===== config.mk =====
export PLATFORM = sky130hd
export DESIGN_NAME = button_event_decoder_flat
export DESIGN_NICKNAME = d
export VERILOG_FILES = /design/src/rtl/button_event_decoder_if.sv /design/src/rtl/button_event_decoder.sv /design/src/flat_wrapper.sv
export SDC_FILE = /design/constraint.sdc
export NUM_CORES = 1
export LEC_CHECK = 0
export ABC_AREA = 1
export CAP_MARGIN = 20
export CELL_PAD_IN_SITES_DETAIL_PLACEMENT = 2
export CELL_PAD_IN_SITES_GLOBAL_PLACEMENT = 2
export CORE_ASPECT_RATIO = 1.25
export CORE_UTILIZATION = 32
export CTS_CLUSTER_SIZE = 40
export DETAILED_ROUTE_END_ITERATION = 16
export GPL_TIMING_DRIVEN = 1
export PLACE_DENSITY = 0.85
export SLEW_MARGIN = 0
export SYNTH_ARGS = -nofsm -noshare
export SYNTH_HDL_FRONTEND = slang
export SYNTH_SLANG_ARGS = --single-unit

===== constraint.sdc =====
create_clock -name sysclk -period 2.2 [get_ports sysclk]
set_clock_uncertainty 0.15 [all_clocks]
set_input_delay 0.33 -clock sysclk [delete_from_list [all_inputs] [get_ports sysclk]]
set_output_delay 0.33 -clock sysclk [all_outputs]
set_load 0.05 [all_outputs]

===== src/rtl/button_event_decoder_if.sv =====
// Signal bundle between the debounced button source and the press decoder.
// btn_n_i/enable_i are levels, not a handshake; the outputs are one-cycle event pulses plus status.
interface button_event_decoder_if;
  logic       btn_n_i;
  logic       enable_i;
  logic       short_o;
  logic       long_o;
  logic       repeat_o;
  logic       held_o;
  logic [7:0] event_cnt_o;
  logic [1:0] state_dbg_o;

  modport master (
    output btn_n_i, enable_i,
    input  short_o, long_o, repeat_o, held_o, event_cnt_o, state_dbg_o
  );

  modport slave (
    input  btn_n_i, enable_i,
    output short_o, long_o, repeat_o, held_o, event_cnt_o, state_dbg_o
  );
endinterface


===== src/rtl/button_event_decoder.sv =====
// Classifies debounced active-low presses into short / long / auto-repeat pulses.
// The hold counter holds the number of pressed samples already seen in the current phase.
module button_event_decoder #(
  parameter int LONG_CYCLES   = 50000000,
  parameter int REPEAT_CYCLES = 10000000,
  parameter int REPEAT_EN     = 1,
  parameter int CNT_W         = 26
) (
  input  logic                   sysclk,
  input  logic                   reset,
  button_event_decoder_if.slave  bus
);

  typedef enum logic [1:0] {
    ARM       = 2'd0,
    IDLE      = 2'd1,
    PRESSED   = 2'd2,
    LONG_HELD = 2'd3
  } state_t;

  localparam logic [CNT_W-1:0] LONG_LAST   = CNT_W'(LONG_CYCLES - 1);
  localparam logic [CNT_W-1:0] REPEAT_LAST = CNT_W'(REPEAT_CYCLES - 1);
  localparam logic             REPEAT_ON   = (REPEAT_EN != 0);

  state_t           state_q, state_d;
  logic [CNT_W-1:0] cnt_q, cnt_d;
  logic             short_q, short_d;
  logic             long_q, long_d;
  logic             repeat_q, repeat_d;
  logic             held_q, held_d;
  logic [7:0]       evt_q, evt_d;

  always_comb begin
    state_d  = state_q;
    cnt_d    = cnt_q;
    short_d  = 1'b0;
    long_d   = 1'b0;
    repeat_d = 1'b0;
    evt_d    = evt_q;

    if (!bus.enable_i) begin
      state_d = ARM;
      cnt_d   = '0;
    end else begin
      case (state_q)
        ARM: begin
          cnt_d = '0;
          if (bus.btn_n_i) state_d = IDLE;
        end
        IDLE: begin
          if (!bus.btn_n_i) begin
            state_d = PRESSED;
            cnt_d   = CNT_W'(1);
          end
        end
        PRESSED: begin
          if (bus.btn_n_i) begin
            short_d = 1'b1;
            evt_d   = evt_q + 8'd1;
            cnt_d   = '0;
            state_d = IDLE;
          end else if (cnt_q == LONG_LAST) begin
            // This sample is the LONG_CYCLES-th one of the press.
            long_d  = 1'b1;
            evt_d   = evt_q + 8'd1;
            cnt_d   = '0;
            state_d = LONG_HELD;
          end else begin
            cnt_d = cnt_q + CNT_W'(1);
          end
        end
        LONG_HELD: begin
          if (bus.btn_n_i) begin
            cnt_d   = '0;
            state_d = IDLE;
          end else if (cnt_q == REPEAT_LAST) begin
            repeat_d = REPEAT_ON;
            cnt_d    = '0;
          end else begin
            cnt_d = cnt_q + CNT_W'(1);
          end
        end
        default: begin
          state_d = ARM;
          cnt_d   = '0;
        end
      endcase
    end

    held_d = (state_d == PRESSED) || (state_d == LONG_HELD);
  end

  always_ff @(posedge sysclk) begin
    if (reset) begin
      state_q  <= ARM;
      cnt_q    <= '0;
      short_q  <= 1'b0;
      long_q   <= 1'b0;
      repeat_q <= 1'b0;
      held_q   <= 1'b0;
      evt_q    <= 8'd0;
    end else begin
      state_q  <= state_d;
      cnt_q    <= cnt_d;
      short_q  <= short_d;
      long_q   <= long_d;
      repeat_q <= repeat_d;
      held_q   <= held_d;
      evt_q    <= evt_d;
    end
  end

  assign bus.short_o     = short_q;
  assign bus.long_o      = long_q;
  assign bus.repeat_o    = repeat_q;
  assign bus.held_o      = held_q;
  assign bus.event_cnt_o = evt_q;
  assign bus.state_dbg_o = state_q;

endmodule

===== src/flat_wrapper.sv =====
// flat-port wrapper written by rule: the top's interface ports become plain ports
module button_event_decoder_flat 
#(
  parameter int LONG_CYCLES   = 50000000,
  parameter int REPEAT_CYCLES = 10000000,
  parameter int REPEAT_EN     = 1,
  parameter int CNT_W         = 26
)
  (sysclk, reset, bus_btn_n_i, bus_enable_i, bus_short_o, bus_long_o, bus_repeat_o, bus_held_o, bus_event_cnt_o, bus_state_dbg_o);
  button_event_decoder_if bus_i ();
  input  logic sysclk;
  input  logic reset;
  input wire logic [$bits(bus_i.btn_n_i)-1:0] bus_btn_n_i;
  input wire logic [$bits(bus_i.enable_i)-1:0] bus_enable_i;
  output wire logic [$bits(bus_i.short_o)-1:0] bus_short_o;
  output wire logic [$bits(bus_i.long_o)-1:0] bus_long_o;
  output wire logic [$bits(bus_i.repeat_o)-1:0] bus_repeat_o;
  output wire logic [$bits(bus_i.held_o)-1:0] bus_held_o;
  output wire logic [$bits(bus_i.event_cnt_o)-1:0] bus_event_cnt_o;
  output wire logic [$bits(bus_i.state_dbg_o)-1:0] bus_state_dbg_o;
  assign bus_i.btn_n_i = bus_btn_n_i;
  assign bus_i.enable_i = bus_enable_i;
  assign bus_short_o = bus_i.short_o;
  assign bus_long_o = bus_i.long_o;
  assign bus_repeat_o = bus_i.repeat_o;
  assign bus_held_o = bus_i.held_o;
  assign bus_event_cnt_o = bus_i.event_cnt_o;
  assign bus_state_dbg_o = bus_i.state_dbg_o;
  button_event_decoder #(.LONG_CYCLES(LONG_CYCLES), .REPEAT_CYCLES(REPEAT_CYCLES), .REPEAT_EN(REPEAT_EN), .CNT_W(CNT_W)) u_core (.sysclk(sysclk), .reset(reset), .bus(bus_i));
endmodule

==> results of run 1 <==
power groups by stage:
stage	logic [mW]	registers [mW]	clock network [mW]
2_1_floorplan	0.0430	0.750	0
5_1_grt	0.0923	0.729	0.675
3_5_place_dp	0.0857	0.746	0
3_3_place_gp	0.0824	0.745	0
4_1_cts	0.0861	0.729	0.655
6_report	0.0848	0.729	0.646
what timing repair did:
action                     4_1_cts  5_1_grt
gates resized for setup          0        1
setup endpoints to repair        0        7
buffers inserted                 0        0
final timing paths:
kind | end | slack, ns | cells past startpoint
max | bus_state_dbg_o[0] | 0.09 | 1
min | u_core.cnt_q[25] | 0.34 | 2
max reg2reg | u_core.cnt_q[23] | 0.23 | 9
min reg2reg | u_core.cnt_q[25] | 0.34 | 2
cells by family after synthesis:
group,Yosys count,share of synthesized area
and+or+nand+nor,250,0.4228
buffers and inverters,59,0.09164
AOI/OAI and AO/OA,51,0.1006
DFF,40,0.3023
xor gates and xnor gates,15,0.04960
adders and majority gates,7,0.03306
per-stage QoR:
| stage | power (mW) | util |
|---|---|---|
| after global routing | 1.497 | 0.3892 |
| after detailed placement | 0.8313 | 0.3750 |
| after floorplan | 0.7934 | - |
| final | 1.459 | 0.3892 |
| after CTS | 1.470 | 0.3890 |
| after global placement | 0.8279 | 0.3750 |
final cells by class:
class / count / area (um^2)
clock inverters: 3 / 42.54
clock buffers: 5 / 68.82
multi-input cells: 323 / 1605
inverters: 48 / 180.2
flip-flops and latches: 40 / 802.0
fillers: 999 / 4842
well taps: 95 / 118.9
repair buffers: 30 / 267.8
sequential cells by signal, summed over array words and instances (netlist names):
name,cells
u_core.cnt_q,26
u_core.bus.event_cnt_o,8
u_core.bus.state_dbg_o,2
u_core.bus.held_o,1
u_core.bus.long_o,1
u_core.bus.repeat_o,1
u_core.bus.short_o,1
per-layer routing:
layer	wire length (um)	part of all wire	vias up
li1	-	-	1397
met1	3933	0.40	1413
met2	5407	0.55	45
met3	229	0.023	18
met4	189	0.019	0
met5	0	0	-
synth_stat cells:
library cell and count:
o21bai_1 1, nor4_1 2, a211oi_1 2, inv_1 46, nor3b_1 1, or2_2 1, nand3b_1 2, buf_2 2
o21ai_2 1, nand3_2 2, nand2_4 3, inv_2 2, a21oi_1 45, buf_4 1, ha_1 7, buf_6 2
nor2_1 58, nor3_1 8, dfxtp_1 40, nand4_1 6, nand2_1 109, xor2_1 9, clkbuf_1 6, nand2_2 5
o21ai_0 2, nand3_1 46, nor2_4 3, xnor2_1 6, nor2_2 4
==> impl_metrics.csv, run 1 <==
group,metric,value,unit
outcome,status,"finished clean",
worst_setup_path,max_stage_delay,0.85,ns
worst_setup_path,reg2reg_from,"u_core.cnt_q[2]",
logic_synthesis,syn_avg_cell_area,6.277,um^2
pwr,p_seq_frac,0.499,
detailed_routing,vias,2873,
sta,drv_slew,0,
clock_tree,ctsRootBufferMaster,"clkbuf_8",
clock_tree,ctsHoldBuffers,0,
pwr,clkPwrFrac,0.443,
detailed_routing,dr.pass1.iters,4,
grt,antenna_found_initial,0,
sta,fin_ws,0.09263,ns
worst_setup_path,crit_path_end_kind,"output pin",
pwr,leakage,1.090,nW
sta,period_share,0.9579,
clock_tree,cts-htree-levels,2,
pwr,intPower,1.088,mW
detailed_routing,drc,0,
worst_setup_path,crit_chain,"clkdlybuf4s50_1",
grt,grt_max_degree,27,
pwr,switching_share,0.2546,
logic_synthesis,ys_seq_area_frac,0.3023,
grt,gr-usage-met3,0.02709,
die,rows,36,
cells_and_area,final_cell_mix,"109 x nand2_1, 58 x nor2_1, 46 x inv_1, 46 x nand3_1, 45 x a21oi_1",
die,die_h,103.7,um
sta,setup_viol,0,
die,io_pins,18,
die,dieWidth,83.38,um
run,timing.max_cap.violations,0,
sta,finalSetupTns,0,ns
grt,grtUsageMet1,0.2557,
detailed_routing,detail-route-antenna-nets,0,
die,start_util,0.3341,
clock_tree,clkTransAtPathRegs,0.09,ns
worst_setup_path,slowest_stage,"clkdlybuf4s50_1",
clock_tree,clk-insertion-delay-late,0.31,ns
cells_and_area,antenna_cells,0,
hold_path,min-delay-start,"u_core.cnt_q[25]",
place,placed_area,2973,um^2
worst_setup_path,startpoint_type,"flip-flop",
worst_setup_path,cp-startpoint,"u_core.bus.state_dbg_o[0]",
logic_synthesis,synth-seq-cells,40,
pwr,power_density,473.0,nW/um^2
clock_tree,cts_tree,"built",
logic_synthesis,syn_area,2649,um^2
cells_and_area,final_common_cell,"nand2_1",
sta,period_needed,2.107,ns
logic_synthesis,synth_cell_types,29,
hold_path,hp-class,"reg2reg",
place,pre_cts_ws,0.07338,ns
place,placed_cells,536,
pwr,max-vdd-ir-drop,0.2152,mV
sta,rsz0062_at_grt,"no",
detailed_routing,wirelength,9759,um
logic_synthesis,yosys_warnings,0,
grt,grt_pass1_vias,3253,
clock_tree,clock_sinks,40,
sta,finalHoldViolations,0,
detailed_routing,viasPerCell,5.281,
clock_tree,numCtsBuffers,5,
cells_and_area,final_area,3085,um^2
detailed_routing,route.detailed.wl_per_inst,17.94,um
place,dp_hpwl,7274,um
logic_synthesis,synth_top_area_frac,0.3023,
logic_synthesis,synth_cells,422,
die,coreArea,7928,um^2
cells_and_area,num-nets-final,459,
worst_setup_path,critPathRequiredTime,1.72,ns
die,dieArea,8648,um^2
detailed_routing,drtIter0Drc,86,
grt,grtUsageTotal,0.2364,
pwr,pwr-share-comb,0.058,
logic_synthesis,synth_nets,433,
place,port-buffer-count,17,
grt,grt_pass1_wl,16370,um
worst_setup_path,arrival,1.63,ns
sta,max_slew_margin,0.6655,
logic_synthesis,synth_area_leaders,"dfxtp_1 30%, nand2_1 15%, nand3_1 8.7%",
worst_setup_path,crit_type,"reg2out",
grt,grt_busiest_layer,"met2",
worst_setup_path,worstPathMaxFanout,7,
sta,tightestPinTransition,0.5002,ns
worst_setup_path,cp_num_buf_inv,1,
place,gp_congestion,0.9108,
pwr,switching_power,371.6,uW
grt,met2_usage,0.4707,
clock_tree,clockBufferDepth,2,
sta,fmax,474.5,MHz
logic_synthesis,synth_area_leader_cell,"dfxtp_1",
worst_setup_path,critPathTopFamily,"buffers and inverters",
cells_and_area,drive_gt1_frac,0.09577,
grt,grt_overflow,0,
cells_and_area,area_growth,16.49,%
cells_and_area,instances_no_fill,544,
sta,holdWs,0.3352,ns
No activity file was read; power rests on OpenSTA's default activity.
==> inputs of run 2 (changes only) <==
CAP_MARGIN = 25   (was 20)
==> results of run 2 <==
Final layout, timing and power as in run 1 (identical DEF).
